[config.mk]
export PLATFORM = sky130hd
export DESIGN_NAME = mips_instr_encoder
export DESIGN_NICKNAME = d
export VERILOG_FILES = /design/src/rtl/mips_isa_pkg.sv /design/src/rtl/mips_instr_fifo.sv /design/src/rtl/mips_instr_encoder.sv
export SDC_FILE = /design/constraint.sdc
export NUM_CORES = 1
export LEC_CHECK = 0
export CAP_MARGIN = 20
export CORE_MARGIN = 1
export CORE_UTILIZATION = 55
export CTS_CLUSTER_DIAMETER = 100
export CTS_CLUSTER_SIZE = 8
export DETAILED_ROUTE_END_ITERATION = 16
export GPL_TIMING_DRIVEN = 0
export PLACE_DENSITY = 0.81
export SKIP_LAST_GASP = 1
export SYNTH_ARGS = -nofsm -noshare
export SYNTH_HDL_FRONTEND = slang
export SYNTH_SLANG_ARGS = --single-unit
[constraint.sdc]
create_clock -name clk -period 8.4 [get_ports clk]
set_input_delay 1.68 -clock clk [delete_from_list [all_inputs] [get_ports clk]]
set_output_delay 1.68 -clock clk [all_outputs]
set_load 0.005 [all_outputs]
[src/rtl/mips_isa_pkg.sv]
// Shared MIPS encodings used by the instruction encoder and the control decoder.
package mips_isa_pkg;

    // Primary opcodes (instr[31:26]).
    localparam logic [5:0] OP_SPECIAL = 6'h00;
    localparam logic [5:0] OP_ORI     = 6'h0D;
    localparam logic [5:0] OP_LW      = 6'h23;
    localparam logic [5:0] OP_SW      = 6'h2B;
    localparam logic [5:0] OP_BEQ     = 6'h04;
    localparam logic [5:0] OP_LUI     = 6'h0F;
    localparam logic [5:0] OP_JAL     = 6'h03;

    // SPECIAL function codes (instr[5:0]).
    localparam logic [5:0] FN_ADDU = 6'h21;
    localparam logic [5:0] FN_SUBU = 6'h23;
    localparam logic [5:0] FN_JR   = 6'h08;

    // Symbolic instruction select; codes 9-15 are invalid.
    typedef enum logic [3:0] {
        INSN_ADDU = 4'd0,
        INSN_SUBU = 4'd1,
        INSN_ORI  = 4'd2,
        INSN_LW   = 4'd3,
        INSN_SW   = 4'd4,
        INSN_BEQ  = 4'd5,
        INSN_LUI  = 4'd6,
        INSN_JAL  = 4'd7,
        INSN_JR   = 4'd8
    } insn_e;

endpackage

[src/rtl/mips_instr_fifo.sv]
// DEPTH x 32 synchronous FIFO with full/empty flags and a synchronous flush.
module mips_instr_fifo #(
    parameter int unsigned DEPTH = 4
) (
    input  logic        clk,
    input  logic        reset,
    input  logic        flush,
    input  logic        push,
    input  logic [31:0] push_data,
    input  logic        pop,
    output logic [31:0] head,
    output logic        full,
    output logic        empty
);
    localparam int unsigned AW = $clog2(DEPTH);

    logic [31:0] mem [DEPTH];
    // Pointers carry one extra wrap bit to tell full from empty.
    logic [AW:0] wr_ptr_q;
    logic [AW:0] rd_ptr_q;

    assign empty = (wr_ptr_q == rd_ptr_q);
    assign full  = (wr_ptr_q[AW] != rd_ptr_q[AW]) &&
                   (wr_ptr_q[AW-1:0] == rd_ptr_q[AW-1:0]);
    assign head  = mem[rd_ptr_q[AW-1:0]];

    // Pointer update; flush wins over push and pop.
    always_ff @(posedge clk or negedge reset) begin
        if (!reset) begin
            wr_ptr_q <= '0;
            rd_ptr_q <= '0;
        end else if (flush) begin
            wr_ptr_q <= '0;
            rd_ptr_q <= '0;
        end else begin
            if (push && !full) wr_ptr_q <= wr_ptr_q + 1'b1;
            if (pop && !empty) rd_ptr_q <= rd_ptr_q + 1'b1;
        end
    end

    // Storage write; contents are don't-care while the slot is unoccupied.
    always_ff @(posedge clk) begin
        if (!flush && push && !full) mem[wr_ptr_q[AW-1:0]] <= push_data;
    end

endmodule

[src/rtl/mips_instr_encoder.sv]
// Encodes symbolic MIPS instructions and streams them into instruction memory.
module mips_instr_encoder
    import mips_isa_pkg::*;
#(
    parameter logic [31:0] BASE_ADDR = 32'h0000_3000,
    parameter int unsigned DEPTH     = 4
) (
    input  logic        clk,
    input  logic        reset,
    input  logic        clear,
    input  logic        in_valid,
    output logic        in_ready,
    input  logic [3:0]  in_op,
    input  logic [4:0]  in_rs,
    input  logic [4:0]  in_rt,
    input  logic [4:0]  in_rd,
    input  logic [25:0] in_imm,
    output logic        mem_we,
    output logic [31:0] mem_addr,
    output logic [31:0] mem_wdata,
    input  logic        mem_ack,
    output logic        err_invalid,
    output logic [15:0] words_written
);

    // Returns {valid, word}; unused fields never reach the word.
    function automatic logic [32:0] encode(input logic [3:0] op, input logic [4:0] rs,
                                           input logic [4:0] rt, input logic [4:0] rd,
                                           input logic [25:0] imm);
        logic [32:0] r;
        r = '0;
        case (insn_e'(op))
            INSN_ADDU: r = {1'b1, OP_SPECIAL, rs, rt, rd, 5'h00, FN_ADDU};
            INSN_SUBU: r = {1'b1, OP_SPECIAL, rs, rt, rd, 5'h00, FN_SUBU};
            INSN_ORI:  r = {1'b1, OP_ORI, rs, rt, imm[15:0]};
            INSN_LW:   r = {1'b1, OP_LW, rs, rt, imm[15:0]};
            INSN_SW:   r = {1'b1, OP_SW, rs, rt, imm[15:0]};
            INSN_BEQ:  r = {1'b1, OP_BEQ, rs, rt, imm[15:0]};
            INSN_LUI:  r = {1'b1, OP_LUI, 5'h00, rt, imm[15:0]};
            INSN_JAL:  r = {1'b1, OP_JAL, imm};
            INSN_JR:   r = {1'b1, OP_SPECIAL, rs, 15'h0000, FN_JR};
            default:   r = '0;
        endcase
        return r;
    endfunction

    logic [32:0] enc;
    logic        enc_valid;
    logic        accept;
    logic        push;
    logic        pop;
    logic        fifo_full;
    logic        fifo_empty;
    logic [31:0] fifo_head;

    logic [31:0] addr_q;
    logic [15:0] count_q;
    logic        err_q;

    assign enc       = encode(in_op, in_rs, in_rt, in_rd, in_imm);
    assign enc_valid = enc[32];

    // No same-cycle bypass: a full FIFO refuses even while it is popping.
    assign in_ready = !fifo_full;
    assign accept   = in_valid && in_ready && !clear;
    assign push     = accept && enc_valid;
    assign pop      = mem_we && mem_ack && !clear;

    assign mem_we        = !fifo_empty;
    assign mem_wdata     = fifo_empty ? 32'h0 : fifo_head;
    assign mem_addr      = addr_q;
    assign err_invalid   = err_q;
    assign words_written = count_q;

    mips_instr_fifo #(
        .DEPTH(DEPTH)
    ) u_fifo (
        .clk      (clk),
        .reset    (reset),
        .flush    (clear),
        .push     (push),
        .push_data(enc[31:0]),
        .pop      (pop),
        .head     (fifo_head),
        .full     (fifo_full),
        .empty    (fifo_empty)
    );

    // Write address, completed-write counter and sticky invalid-op flag.
    always_ff @(posedge clk or negedge reset) begin
        if (!reset) begin
            addr_q  <= BASE_ADDR;
            count_q <= '0;
            err_q   <= 1'b0;
        end else if (clear) begin
            addr_q  <= BASE_ADDR;
            count_q <= '0;
            err_q   <= 1'b0;
        end else begin
            if (pop) begin
                addr_q  <= addr_q + 32'd4;
                count_q <= count_q + 16'd1;
            end
            if (accept && !enc_valid) err_q <= 1'b1;
        end
    end

endmodule

==> PnR_summary.wiki <==
{| class="wikitable"
! Metric !! Value
|-
| Result of the run || complete, no violations
|-
| Power per standard cell area || 209 nW/µm²
|-
| Worst path slowest cell || sky130_fd_sc_hd__nor3_1
|-
| Post-layout min period || 4820 ps
|-
| Reg clk slew, reported paths || 60 ps
|-
| Ratio of routed vias to standard cells || 6.17
|-
| Number of H-tree levels || 4
|-
| Most common library cells after synthesis || sky130_fd_sc_hd__edfxtp_1 (124), sky130_fd_sc_hd__dfrtp_1 (51), sky130_fd_sc_hd__a21oi_1 (47), sky130_fd_sc_hd__nor2b_1 (32), sky130_fd_sc_hd__mux4_2 (31)
|-
| Maximum buffer depth of the clock tree || 2
|-
| Cell at the root of the clock tree || sky130_fd_sc_hd__clkbuf_16
|-
| Category of cells accounting for the largest share of critical-path delay || buffers and inverters
|-
| First-pass iteration count of the detailed router || 5
|-
| Synth Instances || 583
|-
| Pins Over Slew Limit || 0
|-
| Routed length on met2 || 9190 µm
|-
| Global Route Usage Sum || 0.257
|-
| Average cell area after synthesis || 13.8 µm²
|-
| Layout Area Growth over Synthesis || 26.9%
|-
| Final hold slack || 548 ps
|-
| Max Freq || 0.208 GHz
|-
| Total wire length after detailed routing || 18400 µm
|-
| Number of cell rows || 43
|-
| Clk sink count || 177
|-
| Top layer used by detailed routing || met4
|-
| Seq. cell area || 5050 µm²
|-
| Number of cells traversed by the worst register-to-register path || 4
|-
| Primary flip-flop cell chosen by synthesis mapping || sky130_fd_sc_hd__edfxtp_1
|-
| Max_slew headroom || 0.389
|-
| First-pass GRT wire length || 28600 µm
|-
| Cell area after technology mapping || 8030 µm²
|-
| Sequential-to-total area share from yosys stat || 0.629
|-
| CTS hold repair buffers || 0
|-
| RR Endpoint || u_fifo.mem[2][8]
|-
| Hold Crit Depth || 2
|-
| Number of flops mapped to enable cells by yosys || 124
|-
| Aggregate negative setup slack || 0 ps
|-
| Area used by multi-input combinational logic || 2810 µm²
|-
| X dimension of the die || 123 µm
|-
| Clock power frac || 0.387
|-
| Total I/O pin count || 133
|-
| ANT nets after route || 0
|-
| Clock skew || 6.83 ps
|-
| Final Hold Violating Endpoints || 0
|-
| Internal power || 1630 µW
|-
| Crit path DAT || 3140 ps
|-
| Die height || 123 µm
|-
| Vias in the first global route || 5507
|-
| Sw Share || 0.235
|-
| Worst hold endpoint || err_invalid
|-
| Via Count || 5724
|-
| Most common cell in the synthesized netlist || sky130_fd_sc_hd__edfxtp_1
|-
| Critical Path, Cell by Cell || buf_2, xor2_2, nor3_1, clkbuf_1, nor2b_1, clkdlybuf4s50_1
|-
| Largest fanout on the critical path || 10
|-
| Largest area contributor in the synthesized netlist || sky130_fd_sc_hd__edfxtp_1
|-
| Category of the worst setup path capture point || primary output
|-
| Max IR drop VDD || 0.166 mV
|-
| Residual DRC count || 0
|-
| Overflow left after global routing || 0
|-
| Sequential power share || 0.452
|-
| Maximum number of pins on one net before global-route repair || 40
|-
| Worst-skew pair later-pin latency || 430 ps
|-
| Area of the die || 15100 µm²
|-
| Flop-to-flop setup slack || 5880 ps
|-
| Setup repair after global routing missed its margin || no
|-
| Share of post-route cells with drive strength above 1 || 0.122
|-
| Static Leakage || 0.00355 µW
|-
| Crit-path max cell delay || 770 ps
|-
| HP Start || err_invalid
|-
| Max-cap check violation count || 0
|-
| Total of flip-flops plus latches after synthesis || 177
|-
| Met1 wire length || 7560 µm
|-
| Logic gate share of total power || 0.161
|-
| Part of the cycle the worst path needs || 0.573
|-
| TritonCTS clock tree || done
|-
| Dominant cells by area after synthesis || sky130_fd_sc_hd__edfxtp_1 (46%), sky130_fd_sc_hd__dfrtp_1 (16%), sky130_fd_sc_hd__mux4_2 (8.7%)
|-
| 1st-iter DRT viols || 681
|-
| Net switching power of the design || 502 µW
|-
| Global placement routability congestion || 0.872
|-
| Netlist cell types || 43
|-
| Min-Delay Path Class || reg -> reg
|-
| Placeable core region || 14000 µm²
|-
| Number of nets at the end of the flow || 791
|-
| Buffers on Ports || 125
|-
| Number of buffer and inverter stages on the critical path || 3
|-
| Fraction of registers with async set or reset after synthesis || 0.299
|-
| Share of Yosys cell area claimed by the top area cell type || 0.463
|-
| Antenna violations before repair || 0
|-
| Wirelength per Cell || 19.9 µm
|-
| Total power || 2130 µW
|-
| Data required time of the worst path || 6720 ps
|-
| Number of resized instances in the post-cts repair step || 0
|-
| Startpoint of the most critical register-to-register path || u_fifo.rd_ptr_q[2]
|-
| Starting density of the core || 0.572
|-
| Transition time at the pin with the least slew margin || 910 ps
|-
| Count of fill cells added during filler insertion || 889
|-
| Post-CTS Setup Repair Bufs || 0
|-
| Setup violators final || 0
|-
| Number of diodes added for antenna fixing || 0
|-
| Startpoint types || flip-flop
|-
| Worst Path Class, Setup || reg -> out
|-
| Number of buffers inserted during clock tree synthesis || 17
|-
| HPWL Detailed || 12000 µm
|-
| Syn. warnings || 0
|-
| WL met3 || 1320 µm
|}
[layout make-up]
cell class                      instances  area share
Sequential cell                       177       0.495
Multi-Input combinational cell        363       0.275
Buffer                                 34      0.0148
Timing Repair Buffer                  130       0.128
Inverter                               11     0.00405
Tap cell                              180      0.0221
Clock buffer                           18      0.0421
Clock inverter                         14      0.0182
[through the flow]
step / std cells / instance area (µm²) / util / setup WS, ps
final: 927 / 10200 / 0.726 / 3580
after global routing: 927 / 10200 / 0.726 / 3300
after CTS: 926 / 10200 / 0.726 / 3500
after detailed placement: 894 / 9580 / 0.682 / 3990
after global placement: 890 / 9520 / 0.678 / 1460
after floorplan: 585 / 8040 / - / 3380
[layout by cell type, fill, tap and decap left out, types with 3 or more instances in the layout]
master                            count
sky130_fd_sc_hd__nor2b_1             32
sky130_fd_sc_hd__xor2_2               3
sky130_fd_sc_hd__and3_1               5
sky130_fd_sc_hd__inv_6                3
sky130_fd_sc_hd__o21ai_0             17
sky130_fd_sc_hd__a21oi_1             47
sky130_fd_sc_hd__or3_1               18
sky130_fd_sc_hd__mux2i_1             11
sky130_fd_sc_hd__or4_1               21
sky130_fd_sc_hd__xnor2_1              7
sky130_fd_sc_hd__nor2_1              29
sky130_fd_sc_hd__clkinv_1             3
sky130_fd_sc_hd__bufinv_16            4
sky130_fd_sc_hd__a22o_1               6
sky130_fd_sc_hd__clkbuf_1            23
sky130_fd_sc_hd__buf_4                4
sky130_fd_sc_hd__o31ai_1             22
sky130_fd_sc_hd__nand2_1             28
sky130_fd_sc_hd__conb_1               3
sky130_fd_sc_hd__xor2_1               4
sky130_fd_sc_hd__nor3_1               4
sky130_fd_sc_hd__edfxtp_1           124
sky130_fd_sc_hd__clkbuf_16           17
sky130_fd_sc_hd__nand4_1             12
sky130_fd_sc_hd__dfrtp_1             51
sky130_fd_sc_hd__inv_1               11
sky130_fd_sc_hd__and2_2               3
sky130_fd_sc_hd__and2_1              10
sky130_fd_sc_hd__buf_2                9
sky130_fd_sc_hd__and4_1               7
sky130_fd_sc_hd__ha_1                 7
sky130_fd_sc_hd__mux4_2              31
sky130_fd_sc_hd__clkdlybuf4s50_1    124
sky130_fd_sc_hd__nand3_1             16
[per-layer routing]
metal | global-route usage | vias up
met4 | 0.0907 | 0
met2 | 0.411 | 297
met3 | 0.0502 | 36
li1 | - | 2552
met5 | 0 | -
met1 | 0.351 | 2839
[worst reg2reg max path: cells and delay by family, from the launching register on]
| family | cells | cell delay (ps) |
|---|---|---|
| flops | 1 | 440 |
| xor+xnor | 1 | 460 |
| compound gates | 1 | 290 |
| simple gates | 2 | 950 |
[worst max path at each step]
| stage | startpoint | endpoint | slack, ps | depth (start not counted) |
|---|---|---|---|---|
| floorplan | in_op[0] | u_fifo.mem[3][0] | 3380 | 4 |
| global placement | in_op[0] | u_fifo.mem[3][4] | 1460 | 4 |
| detailed placement | u_fifo.rd_ptr_q[1] | mem_wdata[1] | 3990 | 6 |
| CTS | u_fifo.rd_ptr_q[1] | mem_wdata[18] | 3500 | 6 |
| global route | u_fifo.rd_ptr_q[1] | mem_wdata[1] | 3300 | 6 |
| finish | u_fifo.rd_ptr_q[1] | mem_wdata[17] | 3580 | 6 |
[cell families after synthesis]
group / Yosys count / share of synthesized area
AO/OA/AOI/OAI: 106 / 0.0833
multiplexers: 42 / 0.101
buffers and inverters: 45 / 0.0240
flip-flops: 177 / 0.629
AND/OR/NAND/NOR: 191 / 0.134
XOR/XNOR: 14 / 0.0181
adder cells (fa/ha/maj): 7 / 0.0109
other: 1 / 0.000467
[power groups by stage]
stage	Sequential (µW)	Combinational, µW	Clock, µW
global placement	980	337	0
floorplan	979	181	0
global route	965	372	867
CTS	964	347	832
detailed placement	982	342	0
finish	964	343	826
[registers in the layout, indices dropped and copies added, names as in the netlist]
signal,cells
u_fifo.wr_ptr_q,3
u_fifo.mem,124
mem_addr,30
words_written,16
err_invalid,1
u_fifo.rd_ptr_q,3
No activity file was read; power rests on OpenSTA's default activity.
